$ cat src/rtl/dcache_store_port.sv
// Commit-store buffer on the data-cache side. It queues retired stores in order, drains them
// to memory over a req/ack handshake, and flags loads that hit a word still buffered.
module dcache_store_port #(
  parameter int unsigned DEPTH      = 4,
  parameter int unsigned ADDR_WIDTH = 32,
  parameter int unsigned DATA_WIDTH = 32
) (
  input  logic                  clk,
  input  logic                  rst,
  input  logic                  dcache_write,
  input  logic [3:0]            dcache_mask,
  input  logic [ADDR_WIDTH-1:0] dcache_addr,
  input  logic [DATA_WIDTH-1:0] dcache_data,
  output logic                  dcache_write_valid,
  input  logic                  ld_req,
  input  logic [ADDR_WIDTH-1:0] ld_addr,
  output logic                  ld_hazard,
  output logic                  mem_req,
  output logic [ADDR_WIDTH-1:0] mem_addr,
  output logic [3:0]            mem_mask,
  output logic [DATA_WIDTH-1:0] mem_wdata,
  input  logic                  mem_ack,
  output logic                  drained
);

  localparam int unsigned PtrW  = $clog2(DEPTH);
  localparam int unsigned CntW  = PtrW + 1;
  localparam int unsigned WordW = ADDR_WIDTH - 2;
  localparam logic [CntW-1:0] FullCnt = CntW'(DEPTH);

  typedef enum logic [0:0] {StIdle, StBusy} state_e;

  state_e                  state_q;
  logic [WordW-1:0]        addr_mem [DEPTH];
  logic [3:0]              mask_mem [DEPTH];
  logic [DATA_WIDTH-1:0]   data_mem [DEPTH];
  logic [PtrW-1:0]         rd_ptr_q;
  logic [PtrW-1:0]         wr_ptr_q;
  logic [CntW-1:0]         count_q;
  logic [CntW-1:0]         count_d;
  logic                    push;
  logic                    pop;

  // Depends on registered count only, so a same-cycle pop never frees the slot.
  assign dcache_write_valid = (count_q != FullCnt);
  assign push = dcache_write && dcache_write_valid && (dcache_mask != 4'b0000);
  assign pop  = (state_q == StBusy) && mem_ack;

  always_comb begin
    count_d = count_q;
    if (push && !pop) begin
      count_d = count_q + CntW'(1);
    end else if (pop && !push) begin
      count_d = count_q - CntW'(1);
    end
  end

  always_ff @(posedge clk) begin
    if (rst) begin
      state_q  <= StIdle;
      rd_ptr_q <= '0;
      wr_ptr_q <= '0;
      count_q  <= '0;
    end else begin
      if (push) begin
        wr_ptr_q <= wr_ptr_q + PtrW'(1);
      end
      if (pop) begin
        rd_ptr_q <= rd_ptr_q + PtrW'(1);
      end
      count_q <= count_d;
      case (state_q)
        StIdle: begin
          if (count_q != '0) begin
            state_q <= StBusy;
          end
        end
        StBusy: begin
          if (pop && (count_d == '0)) begin
            state_q <= StIdle;
          end
        end
        default: state_q <= StIdle;
      endcase
    end
  end

  // Payload storage needs no reset: only entries inside the count window are ever observed.
  always_ff @(posedge clk) begin
    if (push) begin
      addr_mem[wr_ptr_q] <= dcache_addr[ADDR_WIDTH-1:2];
      mask_mem[wr_ptr_q] <= dcache_mask;
      data_mem[wr_ptr_q] <= dcache_data;
    end
  end

  assign mem_req   = (state_q == StBusy);
  assign mem_addr  = {addr_mem[rd_ptr_q], 2'b00};
  assign mem_mask  = mask_mem[rd_ptr_q];
  assign mem_wdata = data_mem[rd_ptr_q];
  assign drained   = (count_q == '0) && (state_q == StIdle);

  // An entry is live when its distance from the head is below the occupancy count.
  always_comb begin
    logic [PtrW-1:0] offset;
    ld_hazard = 1'b0;
    offset    = '0;
    for (int unsigned i = 0; i < DEPTH; i++) begin
      offset = PtrW'(i) - rd_ptr_q;
      if (ld_req && ({1'b0, offset} < count_q) &&
          (addr_mem[i] == ld_addr[ADDR_WIDTH-1:2])) begin
        ld_hazard = 1'b1;
      end
    end
  end

endmodule

$ cat config.mk
export PLATFORM = sky130hd
export DESIGN_NAME = dcache_store_port
export DESIGN_NICKNAME = d
export VERILOG_FILES = /design/src/rtl/dcache_store_port.sv
export SDC_FILE = /design/constraint.sdc
export NUM_CORES = 1
export LEC_CHECK = 0
export BUFFER_PORTS_ARGS = -buffer_cell sky130_fd_sc_hd__buf_2
export CORE_MARGIN = 1.5
export CORE_UTILIZATION = 50
export DETAILED_ROUTE_END_ITERATION = 6
export PLACE_DENSITY = 0.74
export RECOVER_POWER = 50
export SYNTH_ARGS = -nofsm -noshare
export SYNTH_HDL_FRONTEND = slang
export SYNTH_SLANG_ARGS = --single-unit
$ cat constraint.sdc
create_clock -name clk -period 2.2 [get_ports clk]
set_input_delay 0.11 -clock clk [delete_from_list [all_inputs] [get_ports clk]]
set_output_delay 0.11 -clock clk [all_outputs]
set_load 0.01 [all_outputs]
# Word level (Yosys, flattened, before mapping)
# Memories as Yosys holds them, arrays and structs flattened. A register that Yosys moved wholly into a read port is not among the register bits.
# Cells that the tools add are included.
word_totals:
  regBits: 8
  latchBits: 0
  mem_bits_rw: 264
  romBits: 0
  in_bits: 105
  output_inout_bits: 72
  elab_cells: 63
  mem_count: 3
memory_table:
  columns: ["name", "words", "width", "read_ports", "rd_ports_with_merged_regs", "wr", "line", "rtl"]
  rows:
  - ["data_mem", 4, 32, 1, 1, 1, "36", "logic [DATA_WIDTH-1:0] data_mem [DEPTH];"]
  - ["addr_mem", 4, 30, 5, 1, 1, "34", "logic [WordW-1:0] addr_mem [DEPTH];"]
  - ["mask_mem", 4, 4, 1, 1, 1, "35", "logic [3:0] mask_mem [DEPTH];"]
classes:
  add_sub_neg: 8
  n_mul: 0
  div_mod_pow: 0
  order_cmp: 4
  n_eq_ne: 5
  shift: 0
  muxes: 17
  n_bitwise: 1
  reduce_logical: 21
op_table:
  columns: ["operator", "count"]
  rows:
  - ["== test 30 bit", 4]
  - ["logical AND 1 bit", 15]
  - ["less-than comparator 2 x 3 -> 1 bit", 4]
  - ["2-to-1 mux 2 bit", 6]
  - ["2-to-1 mux 1 bit", 8]
  - ["zero test 3 bit", 2]
  - ["2-to-1 mux 3 bit", 2]
  - ["adder 2 x 1 -> 2 bit (second input constant)", 2]
  - ["nonzero test 4 bit", 1]
  - ["subtractor 1 x 2 -> 2 bit (first input constant)", 2]
  - ["subtractor 2 bit (first input constant)", 2]
  - ["adder 3 x 1 -> 3 bit (second input constant)", 1]
  - ["inequality test 3 bit (second input constant)", 1]
  - ["nonzero test 3 bit", 1]
  - ["subtractor 3 x 1 -> 3 bit (second input constant)", 1]
  - ["zero test 1 bit", 2]
  - ["one-hot mux 1 bit (2 select lines)", 1]
  - ["NOT 1 bit", 1]

# Logic depth before layout (Yosys ltp)
logic_depth:
  ltp_word: 11
  depth_mapped: 8
  mapped_depth_nobuf: 7

# Worst setup path before layout
# Ideal clock, no wire load.
synth_timing:
  kind: "register to register"
  startpoint: "reg count_q[0]"
  endpoint: "mem addr_mem[0][0] (netlist bit), enable pin"
  setup_ns: 0.395
  arrival_time_ns: 1.995
  required_ns: 1.805
  slack_ns: -0.190
  path_stages_with_launch: 7
  path_buffers: 1
  synth_period_minus_slack_ns: 2.390
  path_cell_list: "dfxtp_1 > inv_1 > ha_1 > nand2_1 > and3_1 > buf_6 > and2_2"
synth_via:
  elab_chain_cells: 5
synth_lines:
  columns: ["element", "line", "rtl"]
  rows:
  - ["start, declared", "39", "logic [CntW-1:0] count_q;"]
  - ["start signal, assigned", "71", "count_q <= count_d;"]
  - ["inequality test 3 bit", "45", "assign dcache_write_valid = (count_q != FullCnt);"]
  - ["named net dcache_write_valid", "14", "output logic dcache_write_valid,"]
  - ["logical AND 1 bit (2 in a row)", "46", "assign push = dcache_write && dcache_write_valid && (dcache_mask != 4'b0000);"]
  - ["2-to-1 mux 1 bit", "90", "if (push) begin"]
  - ["2-to-1 mux 1 bit (not written as such)", "91", "addr_mem[wr_ptr_q] <= dcache_addr[ADDR_WIDTH-1:2];"]
  - ["end, declared", "34", null]
# The timed path passes the listed nets, and every way through them passes these cells.

==> impl_metrics.env <==
export IMPL_crit_arrival_ps=2290
export IMPL_cts_buffer_depth=3
export IMPL_cts_made_buffers=28
export IMPL_dieWidth_um=155
export IMPL_setup_ws_ps=-201
export IMPL_worstSkewPairLatency_ps=560
export IMPL_violations="setup timing"
export IMPL_final_nets=981
export IMPL_synth_top_cell_area_share_pct=68.9
export IMPL_rsz0062_at_grt="yes"
export IMPL_antenna_left=0
export IMPL_drv_cap=0
export IMPL_area_delta_synth_final_pct=26.4
export IMPL_async_reset_ff_share_pct=0
export IMPL_p_total_mw=13.5
export IMPL_synth_area_um2=11500
export IMPL_clock_skew_ps=28.1
export IMPL_antenna_found_initial=5
export IMPL_synth_most_common_cell="edfxtp_1"
export IMPL_fillers=1572
export IMPL_yosysTopAreaCell="edfxtp_1"
export IMPL_final_cell_area_um2=14500
export IMPL_finalWeightedCongestion=0.874
export IMPL_syn_inst=591
export IMPL_syn_avg_cell_area_um2=19.5
export IMPL_vias=6487
export IMPL_routed_wl_um=26100
export IMPL_drv_slew=0
export IMPL_drtIter0Drc=484
export IMPL_ctsHtreeMaxLevel=1
export IMPL_critPathMaxFanout=2
export IMPL_post_route_period_util_pct=109
export IMPL_ys_types=33
export IMPL_placed_area_um2=12900
export IMPL_yosysWarnings=0
export IMPL_clock_sinks=274
export IMPL_ys_flop_type="edfxtp_1"
export IMPL_grt_max_degree=45
export IMPL_clk_pin_slew_ps=60
export IMPL_synth_seq_cells=274
export IMPL_multi_input_area_um2=3380
export IMPL_cp_end_kind="output pin"
export IMPL_power_density_nw_per_um2=932
export IMPL_drive_gt1_share_pct=29.4
export IMPL_wire_per_inst_um=22.3
export IMPL_rows=55
export IMPL_grt_pass1_wl_um=40300
export IMPL_cellLeakagePower_nw=4.91
export IMPL_dp_slack_ps=172
export IMPL_drc=0
export IMPL_fmax_mhz=416
export IMPL_ys_seq_area_share_pct=70.7
export IMPL_vdd_drop_max_uv=754
export IMPL_grt_pass1_vias=7033
export IMPL_start_util_pct=50.9
export IMPL_port_buffers=170
export IMPL_hold_worst_slack_ps=24.5
export IMPL_finalHoldViolations=0
export IMPL_core_area_um2=22600
export IMPL_die_h_um=155
export IMPL_post_route_min_period_ps=2400
export IMPL_die_area_um2=23900
export IMPL_criticalPathCategory="reg2out"
export IMPL_track_usage_pct=22.5
export IMPL_hold_class="in2reg"
export IMPL_startpoint_type="flip-flop"
export IMPL_synth_area_leaders="edfxtp_1 (69%), mux4_2 (13%), xor2_1 (8.5%), dfxtp_1 (1.7%), nor4_1 (1.3%)"
export IMPL_grt_overflow_total=0
export IMPL_ios=177
export IMPL_seq_area_um2=8130
export IMPL_hpwlAfterDp_um=17500
export IMPL_cts_root_buffer="clkbuf_16"
export IMPL_cts_tree="built"
export IMPL_synth_common_cells="edfxtp_1 (264), xor2_1 (112), mux4_2 (66)"
export IMPL_setup_viol=1
export IMPL_status="finished, violations left"
export IMPL_crit_required_ps=2090
export IMPL_dr_pass1_iters=5
export IMPL_avgViaCountPerCell=5.53
export IMPL_synth_edf_count=264
[critical path: stages, from the launching register on]
cell	delay (ps)
edfxtp_1	390
xor2_1	190
nor4_2	330
nand3_1	180
a2111oi_2	370
or4_4	210
buf_6	100
[registers in the layout (all words and copies together), names as in the netlist, named ones only]
name / flops
data_mem: 128
addr_mem: 120
mask_mem: 16
count_q: 3
rd_ptr_q: 2
wr_ptr_q: 2
mem_req: 1
[through the flow]
step                utilization [%]  cells  setup TNS, ps
global placement               57.4   1049              0
finish                         64.4   1172           -201
global route                   64.4   1172           -573
floorplan                         -    592         -50180
detailed placement             57.4   1049              0
CTS                            64.8   1170           -211
[layout make-up]
cell class                      instances  share of cell area, %
Multi-Input combinational cell        291                   23.3
Sequential cell                       274                   56.0
Clock buffer                           35                   5.00
Inverter                                8                  0.207
Clock inverter                         15                  0.895
Timing Repair Buffer                  262                   12.2
Tap cell                              285                   2.45
Antenna cell                            2                 0.0344
[logic make-up (layout without fill, tap and decap cells)]
family                   after synthesis  after routing  share of synthesized area, %
flip-flops                           274            274                          70.7
XOR/XNOR                             127            127                          9.67
AND/OR/NAND/NOR                       67             67                          3.33
multiplexers                          66             66                          12.9
buffers and inverters                 27            320                          1.09
AO/OA/AOI/OAI                         18             18                          1.07
adder cells (fa/ha/maj)               11             11                          1.20
other                                  1              4                        0.0326
[report_power, final]
| group | internal [mW] | switching [mW] |
|---|---|---|
| Clock | 2.47 | 1.90 |
| Sequential | 6.17 | 0.214 |
| Combinational | 1.32 | 1.47 |
| Total | 9.96 | 3.59 |
[metal layers]
layer	track usage [%]	share of wire (%)
met4	6.00	2.0
met2	38.4	51
met5	0	0.080
met1	28.8	39
met3	5.74	8.3
[placed cells by master (no fill, tap or decap), types with 2 or more instances in the layout]
cell type	count
and2_4	2
nor4_2	13
buf_6	3
clkinv_1	3
or4_4	2
nand2_1	7
mux4_2	66
buf_12	11
clkbuf_1	76
a2111oi_2	4
buf_2	101
clkinv_2	7
xnor2_1	14
nand3_1	9
nor4_1	11
nand4_1	8
clkbuf_16	28
conb_1	2
nor3_1	3
nor2_1	6
edfxtp_1	264
dlygate4sd3_1	67
dfxtp_1	7
a311oi_1	2
a21oi_1	7
dfxtp_2	2
ha_1	11
inv_1	7
buf_4	11
clkinvlp_4	2
diode_2	2
and2_1	2
xor2_1	111
[path summary, 6_finish.rpt]
kind,startpoint,to,slack [ps],depth (start not counted)
setup / recovery,addr_mem[2][24]$_DFFE_PP_,ld_hazard,-200,6
hold / removal,mem_ack,count_q[1]$_SDFF_PP0_,20,4
setup reg to reg,count_q[0]$_SDFF_PP0_,addr_mem[1][14]$_DFFE_PP_,120,6
hold reg to reg,wr_ptr_q[1]$_SDFFE_PP0P_,wr_ptr_q[1]$_SDFFE_PP0P_,520,2
[timing repair]
item                                    4_1_cts  5_1_grt
pin swaps                                    13        4
endpoints found under the hold margin       274        0
hold buffers                                 67        0
buffers inserted                              4        0
endpoints found under the setup margin       39        1
resized for setup                            24        4
gates cloned                                  0        0
No activity file was read; power rests on OpenSTA's default activity.
